$ cat src/rtl/move_list_host.sv
`default_nettype none
// ============================================================================
// Module      : move_list_host
// Description : Avalon-MM master that hands a 256-bit board to a move
//               generator through a mailbox, polls for completion, reads back
//               the generated move list one word at a time and streams the
//               moves out over a valid/ready interface.
// Revision    : 1.0  initial release
// ============================================================================
module move_list_host #(
   parameter int DATA_WIDTH = 32,
   parameter int ADDR_WIDTH = 15,
   parameter int POLL_LIMIT = 1024
) (
   input  logic                  clk,
   input  logic                  reset,
   input  logic                  go,
   input  logic [255:0]          board,
   output logic                  busy,
   output logic                  done,
   output logic                  timeout,
   output logic [7:0]            move_count,
   output logic                  move_valid,
   output logic [17:0]           move_data,
   input  logic                  move_ready,
   output logic [ADDR_WIDTH-1:0] master_address,
   output logic                  master_read,
   output logic                  master_write,
   output logic [DATA_WIDTH-1:0] master_writedata,
   input  logic [DATA_WIDTH-1:0] master_readdata,
   output logic [3:0]            master_byteenable,
   input  logic                  master_waitrequest,
   input  logic                  master_readdatavalid
);

   // Mailbox map (word addresses)
   localparam logic [ADDR_WIDTH-1:0] c_addrCtrl  = ADDR_WIDTH'(0);
   localparam logic [ADDR_WIDTH-1:0] c_addrBoard = ADDR_WIDTH'(2);
   localparam logic [ADDR_WIDTH-1:0] c_addrCount = ADDR_WIDTH'(16);
   localparam logic [ADDR_WIDTH-1:0] c_addrMoves = ADDR_WIDTH'(17);
   localparam int                    c_pollW     = $clog2(POLL_LIMIT + 1);

   typedef enum logic [3:0] {
      ST_IDLE     = 4'd0,
      ST_WR_BOARD = 4'd1,
      ST_WR_START = 4'd2,
      ST_POLL     = 4'd3,
      ST_CNT      = 4'd4,
      ST_MV_RD    = 4'd5,
      ST_MV_OUT   = 4'd6,
      ST_WR_CLEAR = 4'd7,
      ST_FIN      = 4'd8
   } state_t;

   state_t               r_state;
   logic [255:0]         r_board;
   logic [2:0]           r_wordIdx;
   logic [c_pollW-1:0]   r_pollCnt;
   logic [7:0]           r_moveIdx;
   logic                 r_rdPending;

   logic                 w_cmdDone;
   logic                 w_rdAccept;
   logic                 w_rdData;
   logic [2:0]           w_nextWord;
   logic [31:0]          w_nextSlice;
   logic [8:0]           w_nextMoveIdx;
   logic                 w_pollLimitHit;
   logic                 w_unused;

   // A command completes on the first cycle its strobe meets a low waitrequest
   assign w_cmdDone      = (master_read | master_write) & ~master_waitrequest;
   assign w_rdAccept     = master_read & ~master_waitrequest;
   // Read data is only meaningful while our own read is outstanding
   assign w_rdData       = r_rdPending & master_readdatavalid;
   assign w_nextWord     = r_wordIdx + 3'd1;
   assign w_nextSlice    = r_board[{w_nextWord, 5'b00000} +: 32];
   assign w_nextMoveIdx  = {1'b0, r_moveIdx} + 9'd1;
   assign w_pollLimitHit = (r_pollCnt >= c_pollW'(POLL_LIMIT));

   assign master_byteenable = 4'hF;

   // Word 0 of the board goes out straight from the input on go, so the
   // registered copy of that slice is never read; upper readdata bits are
   // don't-care for every mailbox word.
   assign w_unused = &{1'b0, r_board[31:0], master_readdata[DATA_WIDTH-1:18]};

   // Transaction sequencer: walks the mailbox protocol and owns every registered output
   always_ff @(posedge clk or negedge reset) begin
      if (!reset) begin
         r_state          <= ST_IDLE;
         r_board          <= '0;
         r_wordIdx        <= '0;
         r_pollCnt        <= '0;
         r_moveIdx        <= '0;
         r_rdPending      <= 1'b0;
         busy             <= 1'b0;
         done             <= 1'b0;
         timeout          <= 1'b0;
         move_count       <= '0;
         move_valid       <= 1'b0;
         move_data        <= '0;
         master_address   <= '0;
         master_read      <= 1'b0;
         master_write     <= 1'b0;
         master_writedata <= '0;
      end else begin
         case (r_state)
            ST_IDLE: begin
               if (go) begin
                  r_board          <= board;
                  r_wordIdx        <= '0;
                  timeout          <= 1'b0;
                  busy             <= 1'b1;
                  master_write     <= 1'b1;
                  master_address   <= c_addrBoard;
                  master_writedata <= DATA_WIDTH'(board[31:0]);
                  r_state          <= ST_WR_BOARD;
               end
            end

            ST_WR_BOARD: begin
               if (w_cmdDone) begin
                  if (r_wordIdx == 3'd7) begin
                     master_address   <= c_addrCtrl;
                     master_writedata <= DATA_WIDTH'(32'h1);
                     r_state          <= ST_WR_START;
                  end else begin
                     r_wordIdx        <= w_nextWord;
                     master_address   <= c_addrBoard + ADDR_WIDTH'(w_nextWord);
                     master_writedata <= DATA_WIDTH'(w_nextSlice);
                  end
               end
            end

            ST_WR_START: begin
               if (w_cmdDone) begin
                  master_write   <= 1'b0;
                  master_read    <= 1'b1;
                  master_address <= c_addrCtrl;
                  r_pollCnt      <= '0;
                  r_state        <= ST_POLL;
               end
            end

            ST_POLL: begin
               if (w_rdAccept) begin
                  master_read <= 1'b0;
                  r_rdPending <= 1'b1;
                  r_pollCnt   <= r_pollCnt + c_pollW'(1);
               end else if (w_rdData) begin
                  r_rdPending <= 1'b0;
                  if (master_readdata[1]) begin
                     master_read    <= 1'b1;
                     master_address <= c_addrCount;
                     r_state        <= ST_CNT;
                  end else if (w_pollLimitHit) begin
                     timeout          <= 1'b1;
                     master_write     <= 1'b1;
                     master_address   <= c_addrCtrl;
                     master_writedata <= '0;
                     r_state          <= ST_WR_CLEAR;
                  end else begin
                     master_read <= 1'b1;
                  end
               end
            end

            ST_CNT: begin
               if (w_rdAccept) begin
                  master_read <= 1'b0;
                  r_rdPending <= 1'b1;
               end else if (w_rdData) begin
                  r_rdPending <= 1'b0;
                  move_count  <= master_readdata[7:0];
                  if (master_readdata[7:0] == 8'd0) begin
                     master_write     <= 1'b1;
                     master_address   <= c_addrCtrl;
                     master_writedata <= '0;
                     r_state          <= ST_WR_CLEAR;
                  end else begin
                     r_moveIdx      <= '0;
                     master_read    <= 1'b1;
                     master_address <= c_addrMoves;
                     r_state        <= ST_MV_RD;
                  end
               end
            end

            ST_MV_RD: begin
               if (w_rdAccept) begin
                  master_read <= 1'b0;
                  r_rdPending <= 1'b1;
               end else if (w_rdData) begin
                  r_rdPending <= 1'b0;
                  move_data   <= master_readdata[17:0];
                  move_valid  <= 1'b1;
                  r_state     <= ST_MV_OUT;
               end
            end

            ST_MV_OUT: begin
               // Next read is only launched once the held move has been taken
               if (move_ready) begin
                  move_valid <= 1'b0;
                  r_moveIdx  <= w_nextMoveIdx[7:0];
                  if (w_nextMoveIdx == {1'b0, move_count}) begin
                     master_write     <= 1'b1;
                     master_address   <= c_addrCtrl;
                     master_writedata <= '0;
                     r_state          <= ST_WR_CLEAR;
                  end else begin
                     master_read    <= 1'b1;
                     master_address <= c_addrMoves + ADDR_WIDTH'(w_nextMoveIdx);
                     r_state        <= ST_MV_RD;
                  end
               end
            end

            ST_WR_CLEAR: begin
               if (w_cmdDone) begin
                  master_write <= 1'b0;
                  done         <= 1'b1;
                  r_state      <= ST_FIN;
               end
            end

            ST_FIN: begin
               done    <= 1'b0;
               busy    <= 1'b0;
               r_state <= ST_IDLE;
            end

            default: begin
               busy         <= 1'b0;
               done         <= 1'b0;
               master_read  <= 1'b0;
               master_write <= 1'b0;
               r_rdPending  <= 1'b0;
               r_state      <= ST_IDLE;
            end
         endcase
      end
   end

endmodule
`default_nettype wire

$ cat config.mk
export PLATFORM = sky130hd
export DESIGN_NAME = move_list_host
export DESIGN_NICKNAME = d
export VERILOG_FILES = /design/src/rtl/move_list_host.sv
export SDC_FILE = /design/constraint.sdc
export NUM_CORES = 1
export LEC_CHECK = 0
export BUFFER_PORTS_ARGS = -buffer_cell sky130_fd_sc_hd__buf_4
export CAP_MARGIN = 5
export CORE_UTILIZATION = 61
export CTS_BUF_LIST = sky130_fd_sc_hd__clkbuf_4 sky130_fd_sc_hd__clkbuf_8
export CTS_CLUSTER_DIAMETER = 50
export DETAILED_ROUTE_END_ITERATION = 12
export PLACE_DENSITY = 0.95
export SLEW_MARGIN = 20
export SYNTH_ARGS = -nofsm -noshare
export SYNTH_HDL_FRONTEND = slang
export SYNTH_SLANG_ARGS = --single-unit
$ cat constraint.sdc
create_clock -name clk -period 8.5 [get_ports clk]
set_input_delay 1.275 -clock clk [delete_from_list [all_inputs] [get_ports clk]]
set_output_delay 1.275 -clock clk [all_outputs]
set_load 0.005 [all_outputs]
==> out/metrics.yaml <==
cp_data_required_time_ns: 8.96
avgSynthCellArea_um2: 13.5
worst_pin_slew_ns: 1.12
fin_skew_ns: 0.0156
yosysUniqueCellTypes: 61
port_buffers: 353
path_delay_family: "compound AO/OA/AOI/OAI gates"
outcome: "finished clean"
gp_congestion: 0.912
post_cts.repair.setup_buffers: 0
max-slew-margin-rel_pct: 25.3
numCtsBuffers: 57
ys_async_sr_fraction_pct: 100
dieHeight_um: 168
ys_seq_area_share_pct: 53.3
cts.repair.resized: 0
critPathSlowestCell: "nor4b_4"
vias_per_cell: 6.05
drive_gt1_share_pct: 52.9
clk-insertion-delay-late_ns: 0.59
layout_setup_ws_ns: 4.01
row_count: 60
antenna_found_initial: 3
mostFrequentLayoutCells: "buf_4 (363), dfrtp_1 (356), mux2_2 (314)"
num_vias: 11900
rrSetupSlack_ns: 4.01
setup_tns_ns: 0
power_density_nw_per_um2: 166
cp_cell_sequence: "ha_1 > xor3_1 > o22ai_1 > o311ai_0 > a2111o_1 > o21a_1 > nor4b_4 > buf_4 > mux2_2"
filler_cell_count: 1547
dp_cells: 1862
synth_top_area_share_pct: 53.3
max_stage_delay_ns: 0.80
track_usage_pct: 32.9
reg2reg_to: "master_writedata[5]$_DFFE_PN0P_"
arrival_ns: 4.95
wl_per_cell_um: 23.2
p_leak_nw: 10.6
synth_area_leader_cell: "dfrtp_1"
synth_flop_cell: "dfrtp_1"
grt_max_degree: 169
drc: 0
clockBufferDepth: 3
first_pass_iters: 7
max_freq_ghz: 0.223
path_clk_slew_ns: 0.06
io-pin-count: 377
cp_max_fo: 16
start_util_pct: 62.2
holdBufCountCts: 0
worstHoldEndpoint: "master_address[6]$_DFFE_PN0P_"
hold_depth: 2
min-delay-start: "master_address[6]$_DFFE_PN0P_"
grt_pass1_wl_um: 71000
nNetsFinal: 1881
synth_area_um2: 16800
syn2layout_area_growth_pct: 24.9
core_area_um2: 27000
dp_hpwl_um: 30900
r2r_cells: 9
cp-end-kind: "flop"
die-area_um2: 28200
finalHoldViolCount: 0
rr_startpoint: "r_moveIdx[0]$_DFFE_PN0P_"
cts.sinks: 357
yosysWarnings: 0
die_x_um: 168
setup_viol: 0
cts_max_level: 2
clockRootBuffer: "clkbuf_8"
max_cap_violations: 0
drv_slew: 0
worstHoldPathType: "reg2reg"
startpoint_type: "flop"
place_ws_ns: 4.01
timing.final.crit_share_pct: 52.8
period_minus_slack_ns: 4.49
rsz0062_at_grt: "false"
syn-instance-count: 1238
layout_commonest_cell: "buf_4"
routed_wl_um: 45800
first_global_vias: 12900
synthTopCellsByArea: "dfrtp_1 (53%), mux2_2 (21%), mux4_2 (8.5%)"
critPathKind: "reg2reg"
synth_seq_cells: 357
timing.hold.ws_ns: 0.486
drt_iter0_drc: 921
ant_nets: 0
cts_tree: "built"
ir_drop_uv: 138
worst-path-buf-inv: 1
power_mw: 3.48
grt_overflow: 0
synth-edff-count: 0
instances_no_fill: 1970
[power by group]
group	switching (mW)	total, mW	internal (mW)	leakage [nW]
clock network	0.687	1.63	0.946	0.700
registers	0	1.70	1.70	4.94
logic	0.0641	0.150	0.0863	4.92
[worst max-delay path by stage]
stage,cells past startpoint,endpoint,from
floorplan,7,master_writedata[10]$_DFFE_PN0P_,master_readdata[5]
global placement,8,master_writedata[3]$_DFFE_PN0P_,master_readdata[1]
detailed placement,8,master_writedata[5]$_DFFE_PN0P_,master_readdata[1]
CTS,9,master_writedata[11]$_DFFE_PN0P_,r_moveIdx[0]$_DFFE_PN0P_
global route,9,master_writedata[11]$_DFFE_PN0P_,r_moveIdx[0]$_DFFE_PN0P_
finish,9,master_writedata[5]$_DFFE_PN0P_,r_moveIdx[0]$_DFFE_PN0P_
[cell usage after synthesis, types with 2 or more instances]
| master | instances |
|---|---|
| dfrtp_1 | 357 |
| mux2_2 | 314 |
| o21ai_0 | 70 |
| nand2_1 | 69 |
| mux4_2 | 63 |
| clkbuf_1 | 59 |
| nor2_1 | 38 |
| mux2i_1 | 35 |
| a21oi_1 | 28 |
| nand3_1 | 18 |
| buf_1 | 17 |
| nor3_1 | 14 |
| inv_1 | 13 |
| xor2_1 | 12 |
| xnor2_1 | 11 |
| buf_4 | 10 |
| or3_1 | 8 |
| nand2b_1 | 7 |
| a211oi_1 | 6 |
| ha_1 | 6 |
| o22ai_1 | 6 |
| a221oi_1 | 5 |
| and3_1 | 5 |
| nor2b_1 | 5 |
| nand4_1 | 4 |
| o211ai_1 | 4 |
| or4_1 | 4 |
| a21o_1 | 3 |
| a22oi_1 | 3 |
| a31oi_1 | 3 |
| buf_6 | 3 |
| or2_2 | 3 |
| a21boi_0 | 2 |
| clkinv_1 | 2 |
| conb_1 | 2 |
| o2111ai_1 | 2 |
| o21a_1 | 2 |
| o31ai_1 | 2 |
[worst register-to-register path: cells and delay by family (launching register included)]
family                   cells  cell delay, ns
buffers and inverters        1            0.42
flip-flops                   1            0.64
AO/OA/AOI/OAI                4            1.03
multiplexers                 1            0.39
AND/OR/NAND/NOR              1            0.81
adder cells (fa/ha/maj)      1            0.58
XOR/XNOR                     1            0.51
[per-stage QoR]
step	utilization, %	area [um^2]
5_1_grt	77.7	20900
3_3_place_gp	72.8	19600
2_1_floorplan	-	16800
3_5_place_dp	72.8	19600
6_report	77.7	20900
4_1_cts	77.7	20900
[cells by family after synthesis]
| family | Yosys count | share of synthesized area (%) |
|---|---|---|
| multiplexers | 413 | 31.7 |
| other | 2 | 0.0448 |
| flip-flops | 357 | 53.3 |
| adder cells (fa/ha/maj) | 6 | 0.448 |
| buffers and inverters | 105 | 2.72 |
| XOR/XNOR | 24 | 1.34 |
| AO/OA/AOI/OAI | 148 | 5.28 |
| AND/OR/NAND/NOR | 183 | 5.19 |
[sequential cells by signal (all words and copies together), names as in the netlist, 3 cells and up]
register	cells
master_writedata	32
r_state	4
move_count	8
r_wordIdx	3
master_address	10
r_pollCnt	11
move_data	18
r_board	256
r_moveIdx	8
[layer usage]
| layer | routed length (um) | GRT usage (%) | vias to the layer above |
|---|---|---|---|
| li1 | - | - | 5211 |
| met1 | 16800 | 39.1 | 5991 |
| met2 | 23100 | 55.8 | 561 |
| met3 | 3590 | 8.56 | 158 |
| met4 | 2230 | 16.8 | 4 |
| met5 | 29 | 0 | - |
[cell type report]
cell class | instances | area (um^2) | area share [%]
clock buffers | 97 | 1240 | 5.93
repair buffers | 367 | 2780 | 13.3
multi-input cells | 783 | 7430 | 35.5
well taps | 341 | 427 | 2.04
flip-flops and latches | 357 | 8940 | 42.7
clock inverters | 9 | 72.6 | 0.346
inverters | 15 | 56.3 | 0.269
diodes | 1 | 2.50 | 0.0119
(Power assumes the default switching activity.)
